`src/rtl/ghr_manager_pkg.sv`:
```
// Shared branch-predictor defines and helpers for the GHR manager slice.
// Holds the default history length / in-flight depth and the saturating counter helper.
`ifndef MAX_GHT_LENGTH
`define MAX_GHT_LENGTH 8
`endif
`ifndef GHR_BUS
`define GHR_BUS [`MAX_GHT_LENGTH-1:0]
`endif

package ghr_manager_pkg;

  localparam int unsigned GHR_LENGTH_DEF     = `MAX_GHT_LENGTH;
  localparam int unsigned INFLIGHT_DEPTH_DEF = 8;

  typedef logic [31:0] statCnt_t;

  localparam statCnt_t STAT_CNT_MAX = 32'hFFFF_FFFF;

  // Statistics counters stick at all-ones instead of wrapping back to zero.
  function automatic statCnt_t satInc(input statCnt_t value);
    return (value == STAT_CNT_MAX) ? value : value + 32'd1;
  endfunction

endpackage

```
`src/rtl/ghr_manager_inflight_fifo.sv`:
```
// In-flight branch store: 1-bit predicted directions, oldest first.
// Occupancy comes only from the counter; clear wins over push/pop.
module bpu_inflight_fifo #(
  parameter  int unsigned DEPTH = 8,
  localparam int unsigned PW    = $clog2(DEPTH),
  localparam int unsigned CW    = PW + 1
) (
  input  logic          clk,
  input  logic          rst,
  input  logic          push_i,
  input  logic          data_i,
  input  logic          pop_i,
  input  logic          clear_i,
  output logic          head_o,
  output logic [CW-1:0] count_o
);

  logic [DEPTH-1:0] mem_q;
  logic [PW-1:0]    wrPtr_q, wrPtr_d;
  logic [PW-1:0]    rdPtr_q, rdPtr_d;
  logic [CW-1:0]    count_q, count_d;

  always_comb begin
    wrPtr_d = wrPtr_q;
    rdPtr_d = rdPtr_q;
    count_d = count_q;
    if (clear_i) begin
      wrPtr_d = '0;
      rdPtr_d = '0;
      count_d = '0;
    end else begin
      if (push_i) wrPtr_d = wrPtr_q + PW'(1);
      if (pop_i)  rdPtr_d = rdPtr_q + PW'(1);
      case ({push_i, pop_i})
        2'b10:   count_d = count_q + CW'(1);
        2'b01:   count_d = count_q - CW'(1);
        default: count_d = count_q;
      endcase
    end
  end

  always_ff @(posedge clk or negedge rst) begin
    if (!rst) begin
      wrPtr_q <= '0;
      rdPtr_q <= '0;
      count_q <= '0;
    end else begin
      wrPtr_q <= wrPtr_d;
      rdPtr_q <= rdPtr_d;
      count_q <= count_d;
    end
  end

  // Payload needs no reset: entries are only read while the count says they are live.
  always_ff @(posedge clk) begin
    if (push_i && !clear_i) mem_q[wrPtr_q] <= data_i;
  end

  assign head_o  = mem_q[rdPtr_q];
  assign count_o = count_q;

endmodule

```
`src/rtl/ghr_manager.sv`:
```
// Speculative/committed global history manager with mispredict repair and flush recovery.
// Optional statistics counters are built only when GHR_MANAGER_STATS_EN is defined.
module ghr_manager
  import ghr_manager_pkg::*;
#(
  parameter  int unsigned GHR_LENGTH     = GHR_LENGTH_DEF,
  parameter  int unsigned INFLIGHT_DEPTH = INFLIGHT_DEPTH_DEF,
  localparam int unsigned CW             = $clog2(INFLIGHT_DEPTH) + 1
) (
  input  logic                  clk,
  input  logic                  rst,
  input  logic                  predict_valid,
  input  logic                  predict_taken,
  output logic                  predict_ready,
  input  logic                  resolve_valid,
  input  logic                  resolve_taken,
  input  logic                  flush_i,
  output logic [GHR_LENGTH-1:0] global_history_o,
  output logic                  mispredict_o,
  output logic [CW-1:0]         inflight_count_o,
  output logic                  branch_valid_o,
  output logic                  branch_taken_o,
  output logic [31:0]           resolve_cnt_o,
  output logic [31:0]           mispredict_cnt_o
);

  logic [GHR_LENGTH-1:0] specGhr_q, specGhr_d;
  logic [GHR_LENGTH-1:0] archGhr_q, archGhr_d;
  logic                  mispredict_q, branchValid_q, branchTaken_q;
  logic [CW-1:0]         count;
  logic                  head;
  logic                  predAccept, resAccept, misPred, fifoClear;

  assign predict_ready = (count != CW'(INFLIGHT_DEPTH));
  assign predAccept    = predict_valid && predict_ready;
  assign resAccept     = resolve_valid && (count != '0);
  assign misPred       = resAccept && (resolve_taken != head);
  assign fifoClear     = flush_i || misPred;

  // Flush and repair both restore from the post-resolve committed history; a dropped predict never lands.
  always_comb begin
    archGhr_d = archGhr_q;
    specGhr_d = specGhr_q;
    if (resAccept) archGhr_d = {archGhr_q[GHR_LENGTH-2:0], resolve_taken};
    if (fifoClear)       specGhr_d = archGhr_d;
    else if (predAccept) specGhr_d = {specGhr_q[GHR_LENGTH-2:0], predict_taken};
  end

  always_ff @(posedge clk or negedge rst) begin
    if (!rst) begin
      specGhr_q     <= '0;
      archGhr_q     <= '0;
      mispredict_q  <= 1'b0;
      branchValid_q <= 1'b0;
      branchTaken_q <= 1'b0;
    end else begin
      specGhr_q     <= specGhr_d;
      archGhr_q     <= archGhr_d;
      mispredict_q  <= misPred;
      branchValid_q <= resAccept;
      branchTaken_q <= resAccept && resolve_taken;
    end
  end

  bpu_inflight_fifo #(
    .DEPTH (INFLIGHT_DEPTH)
  ) u_inflightFifo (
    .clk     (clk),
    .rst     (rst),
    .push_i  (predAccept && !fifoClear),
    .data_i  (predict_taken),
    .pop_i   (resAccept && !fifoClear),
    .clear_i (fifoClear),
    .head_o  (head),
    .count_o (count)
  );

`ifdef GHR_MANAGER_STATS_EN
  statCnt_t resolveCnt_q, mispredictCnt_q;

  always_ff @(posedge clk or negedge rst) begin
    if (!rst) begin
      resolveCnt_q    <= '0;
      mispredictCnt_q <= '0;
    end else begin
      if (resAccept) resolveCnt_q    <= satInc(resolveCnt_q);
      if (misPred)   mispredictCnt_q <= satInc(mispredictCnt_q);
    end
  end

  assign resolve_cnt_o    = resolveCnt_q;
  assign mispredict_cnt_o = mispredictCnt_q;
`else
  assign resolve_cnt_o    = 32'd0;
  assign mispredict_cnt_o = 32'd0;
`endif

  assign global_history_o = specGhr_q;
  assign mispredict_o     = mispredict_q;
  assign inflight_count_o = count;
  assign branch_valid_o   = branchValid_q;
  assign branch_taken_o   = branchTaken_q;

endmodule

```
`config.mk`:
```
export PLATFORM = sky130hd
export DESIGN_NAME = ghr_manager
export DESIGN_NICKNAME = d
export VERILOG_FILES = /design/src/rtl/ghr_manager_pkg.sv /design/src/rtl/ghr_manager_inflight_fifo.sv /design/src/rtl/ghr_manager.sv
export SDC_FILE = /design/constraint.sdc
export NUM_CORES = 1
export LEC_CHECK = 0
export ABC_AREA = 0
export CAP_MARGIN = 20
export CORE_MARGIN = 2
export CORE_UTILIZATION = 45
export DETAILED_ROUTE_END_ITERATION = 8
export DONT_BUFFER_PORTS = 1
export SYNTH_ARGS = -nofsm -noshare
export SYNTH_HDL_FRONTEND = slang
export SYNTH_SLANG_ARGS = --single-unit
```
`constraint.sdc`:
```
create_clock -name clk -period 3.8 [get_ports clk]
set_input_delay 0.19 -clock clk [delete_from_list [all_inputs] [get_ports clk]]
set_output_delay 0.19 -clock clk [all_outputs]
set_load 0.005 [all_outputs]
```
==> metrics.txt, run 1 <==
Top Family by Delay on Critical Path multiplexers; CTS Root Cell clkbuf_8; Synth cell types 35; max cap viols 0; power density over the cells around 610 nW/µm²; fin crit period around 3.0 ns; Critical Path RT 4.02 ns; ys flop type dfrtp_1; wl on met1 about 1600 µm; drt drc 0; vias in the first global route around 1.2k; # diodes 0; Slew HR 58.37%; final core occ a little under half; Core ar. just under 5000 µm²; routed via count between 1k and 1.5k; die height between 70 and 80 µm; Synth Cell Area about 2300 µm²; initial antenna violation count 0; TritonRoute pass-1 iters 4; top sig layer met4; drt total wl 3622 µm; I/O pins between 80 and 90; outcome finished clean; DIE AREA 5654 µm²; # resized after CTS 0; Final Net Count around 260; Starting Density about 47%; worst setup margin 0.7920 ns; Placed Instance Area between 2000 and 2500 µm²; setup_tns 0 ns; Site Rows 25; Worst path max stage delay 0.51 ns; RD Place Congestion around 0.8; total CTS buffers 5; crit path DAT approximately 3.2 ns; hpwl dp around 2600 µm; most frequent cells in the layout conb_1, nand2_1, dfrtp_1; clock skew 0.006688 ns; slew of the pin with the lowest slew margin around 0.62 ns; First DRT Iteration DRCs 42; Worst-Skew Late Latency 0.29 ns; Max Fclk around 330 MHz; most frequent cell on the critical path mux2i_1; FF+latch count, synth 37; Placed Cells roughly 300; clock tree buffer depth 2; Final Hold Viols 0; RSZ-0062 raised after global routing false; final setup fails 0; HP Class in2reg; Critical Setup Path Class reg2reg; GR Util All Layers around 14%; Mapped Cells roughly 240; CTS tree done; fin cells about 310; crit path cell chain mux2i_1 > mux4_2 > xor2_1 > and3_4 > ha_1 > a31oi_1 > a21oi_1 > o32ai_1 > mux2i_1; WP buf/inv 0; commonest non-fill, non-tap cell in the layout conb_1; sequential fraction of the synthesis area ~42%; ANT nets after route 0; Area Overhead vs Synth -2.688%; fin area about 2200 µm²; ys async rst share 78.38%; IO Port Bufs 0; Leakage Power roughly 1.1 nW; period utilization between 70 and 80%; slowest CP cell mux4_2; layout cells sized above 1 7.347%; largest net degree at the start of global routing 30; Die Span X 75.20 µm; pins over their slew limit 0; first-pass GRT wire length between 5000 and 6000 µm; Synth warnings 0; clk sink count 37; dpl ws between 0.8 and 0.9 ns; fill count between 400 and 500; mean post-synth cell area 9.464 µm²; Worst-path clk slew about 0.070 ns; CP max FO 7; DR vias/cell between 4 and 5; Post-synth EDFFs 8; Setup crit end kind register; critical path launch point type register; detailed-route wire length per cell ~12 µm; Peak VDD IR about 0.00030 V; met3 WL post-DR roughly 320 µm; H-tree depth 2; WL met2 between 1500 and 2000 µm; Congestion Overflow GR 0
final timing paths:
path                                            from                         to  slack, ns  cells past startpoint
min in group asynchronous                        rst               mispredict_o       0.33                      2
max reg2reg                u_inflightFifo.rdPtr_q[0]  u_inflightFifo.count_o[3]       0.79                      9
max                        u_inflightFifo.rdPtr_q[0]  u_inflightFifo.count_o[3]       0.79                      9
min reg2reg                             archGhr_q[7]               archGhr_q[7]       0.48                      2
max in group asynchronous                        rst  u_inflightFifo.wrPtr_q[2]       3.30                      2
min                                    predict_taken        global_history_o[0]       0.04                      2
state kept, by name, indices dropped and copies added, names as in the netlist:
name and count:
branch_taken_o 1, archGhr_q 8, u_inflightFifo.rdPtr_q 3, u_inflightFifo.mem_q 8, mispredict_o 1, branch_valid_o 1
u_inflightFifo.count_o 4, global_history_o 8, u_inflightFifo.wrPtr_q 3
through the flow:
stage	total power, mW	hold WS [ns]
3_3_place_gp	1.060	-0.1046
2_1_floorplan	1.033	-0.1056
4_1_cts	1.360	0.03808
3_5_place_dp	1.065	-0.1046
5_1_grt	1.460	0.05396
6_report	1.346	0.04407
report_power, final:
part	total [mW]	switching, mW	internal [mW]
clock	0.278	0.135	0.143
combinational	0.431	0.256	0.175
sequential	0.637	0.116	0.521
total	1.35	0.508	0.838
per-layer routing:
metal  global-route usage [%]  vias up
li1                         -      673
met1                    18.06      635
met2                    21.44       71
met3                    4.150        7
met4                    8.187        0
met5                        0        -
kinds of logic (layout without fill, tap and decap cells):
group                    count (synthesis)  count (layout)  synth area share, %
multiplexers                             9               9                4.553
AND/OR/NAND/NOR                         87              87                16.95
buffers and inverters                   74              15                23.86
XOR/XNOR                                 8               8                3.895
other                                    1              64               0.1644
AO/OA/AOI/OAI                           21              21                6.034
flip-flops                              37              37                42.35
adder cells (fa/ha/maj)                  4               4                2.194
final cells by class:
class / instances / area, µm² / share of cell area, %
clock buffers: 6 / 82.58 / 3.720
flip-flops and latches: 37 / 965.9 / 43.52
multi-input cells: 193 / 1007 / 45.38
repair buffers: 6 / 65.06 / 2.931
clock inverters: 1 / 7.507 / 0.3382
well taps: 67 / 83.83 / 3.777
inverters: 2 / 7.507 / 0.3382
what timing repair did:
item	CTS	global route
setup buffers	0	0
hold buffers	4	0
setup endpoints to repair	0	0
hold endpoints to repair	39	0
Yosys cell counts (2+ instances only):
library cell  count  share of area [%]
buf_4            67                 22
nand2_1          47                7.7
dfrtp_1          29                 32
nor2_1           20                3.3
a31oi_1           9                2.5
edfxtp_1          8                 11
mux2i_1           7                3.1
nor3_1            6                1.3
a21oi_1           5                1.1
ha_1              4                2.2
xor2_1            4                1.5
clkbuf_1          3               0.49
nand2b_1          3               0.82
xnor2_1           3                1.2
buf_6             2               0.99
inv_1             2               0.33
nand3_1           2               0.44
nand3b_1          2               0.66
o21ai_0           2               0.44
Note: power is estimated with default switching activity, not from simulation.
==> inputs of run 2 (changes only) <==
==> constraint.sdc (replaced) <==
create_clock -name clk -period 3.15 [get_ports clk]
set_input_delay 0.1575 -clock clk [delete_from_list [all_inputs] [get_ports clk]]
set_output_delay 0.1575 -clock clk [all_outputs]
set_load 0.005 [all_outputs]
==> run 2 against run 1 <==
Maximum frequency increased by 4.8%. Combinational power increased by 26%. Clock power is 24% higher. Cell count grew 0.96%. Clock skew increased by 0.0026 ns. Design area up 0.96%. Global-route usage about the same. Clock-buffer cell count unchanged. Via count grew 2.1%. Critical path depth did not move. Non-clock buffer count up 2.
==> metrics.txt, run 2 (same netlist as run 1, synthesis figures left out) <==
final setup fails 0 (unchanged); pins over their slew limit 0 (unchanged); die height 75.20 µm (unchanged); total CTS buffers 5 (unchanged); Max Fclk 348.4 MHz (+4.8%); Core ar. 4817 µm² (unchanged); Area Overhead vs Synth -1.755%; CTS tree done; HP Class in2reg; most frequent cells in the layout conb_1, nand2_1, dfrtp_1; hpwl dp 2560 µm (-0.19%); Starting Density 47.35% (unchanged); DR vias/cell 4.492 (+1.1%); Placed Cells 303 (+0.66%); ANT nets after route 0 (unchanged); I/O pins 87 (unchanged); fin area 2241 µm² (+0.96%); routed via count 1,415 (+2.1%); Placed Instance Area 2095 µm² (+0.72%); detailed-route wire length per cell 11.72 µm (+0.99%); commonest non-fill, non-tap cell in the layout conb_1; drt total wl 3693 µm (+2.0%); outcome finished clean; setup_tns 0 ns (unchanged); Leakage Power 1.078 nW (+1.7%); Die Span X 75.20 µm (unchanged); Critical Setup Path Class reg2reg; RSZ-0062 raised after global routing false; critical path launch point type register; DIE AREA 5654 µm² (unchanged); crit path DAT 3.08 ns (-0.15 ns); IO Port Bufs 0 (unchanged); fin cells 315 (+0.96%); fin crit period 2.870 ns (-0.1379 ns); worst setup margin 0.2799 ns (-0.5121 ns); Peak VDD IR 0.0002894 V (-4.1%); layout cells sized above 1 8.468% (+1.1 points); Post-CTS Setup Bufs 0 (unchanged); clk sink count 37 (unchanged); vias in the first global route 1,177 (-4.8%); GR Util All Layers 14.10% (-0.044 points); Final Hold Viols 0 (unchanged); power density over the cells 733.6 nW/µm² (+21%); CP max FO 7 (unchanged); First DRT Iteration DRCs 71 (+69%); slew of the pin with the lowest slew margin 0.5966 ns (-0.02373 ns); CTS Root Cell clkbuf_8; initial antenna violation count 0 (unchanged); RD Place Congestion 0.7461 (-7.7%); Worst-path clk slew 0.08 ns (about the same); final core occ 46.52% (+0.44 points); # diodes 0 (unchanged); drt drc 0 (unchanged); max cap viols 0 (unchanged); TritonRoute pass-1 iters 4 (unchanged); Critical Path RT 3.36 ns (-0.66 ns); Site Rows 25 (unchanged); Fin Hold WS 0.01362 ns (-0.03045 ns); Congestion Overflow GR 0 (unchanged); period utilization 91.11% (+12 points); Final Net Count 258 (+0.78%); Worst-Skew Late Latency 0.29 ns (about the same); Setup crit end kind register; clock tree buffer depth 2 (unchanged); # resized after CTS 0 (unchanged); dpl ws 0.3296 ns (-0.4832 ns); first-pass GRT wire length 5871 µm (-0.59%); H-tree depth 2 (unchanged); Final Total Pwr 1.644 mW (+22%); clock skew 0.009301 ns (+0.002613 ns); Slew HR 59.96% (+1.6 points); largest net degree at the start of global routing 30 (unchanged)
[run 2: power breakdown]
| part | internal [mW] | switching [mW] | leakage [nW] | total, mW |
|---|---|---|---|---|
| combinational | 0.222 | 0.322 | 0.576 | 0.544 |
| sequential | 0.628 | 0.127 | 0.451 | 0.755 |
| clock | 0.177 | 0.168 | 0.0512 | 0.345 |
[run 2: metal layers]
metal / routed length (µm) / global-route usage [%]
met5: 0 / 0
met4: 51 / 5.848
met3: 347 / 4.552
met2: 1652 / 20.37
met1: 1641 / 19.59
[run 2: worst paths after layout]
| kind | start | to | slack, ns | cells after the start |
|---|---|---|---|---|
| max in group asynchronous | rst | u_inflightFifo.wrPtr_q[2] | 2.65 | 2 |
| min | predict_taken | global_history_o[0] | 0.01 | 2 |
| min in group asynchronous | rst | mispredict_o | 0.33 | 2 |
| max | u_inflightFifo.rdPtr_q[0] | u_inflightFifo.count_o[3] | 0.28 | 9 |
| min reg2reg | archGhr_q[7] | archGhr_q[7] | 0.48 | 2 |
| max reg2reg | u_inflightFifo.rdPtr_q[0] | u_inflightFifo.count_o[3] | 0.28 | 9 |
[run 2: final cells by class]
type | count | area (µm²)
fillers | 472 | 2576
flip-flops and latches | 37 | 965.9
multi-input cells | 193 | 1007
clock buffers | 6 | 82.58
inverters | 2 | 7.507
well taps | 67 | 83.83
clock inverters | 2 | 13.76
repair buffers | 8 | 80.08
[run 2: critical path: stages, from the launching register on]
cell     delay [ns]
dfrtp_1        0.49
mux2i_1        0.15
mux4_2         0.51
xor2_1         0.27
and3_4         0.26
ha_1           0.28
a31oi_1        0.24
a21oi_1        0.06
o32ai_1        0.31
mux2i_1        0.21
[run 2: timing repair]
item	CTS	global route
hold buffers	4	0
endpoints found under the setup margin	0	0
hold endpoints to repair	39	0
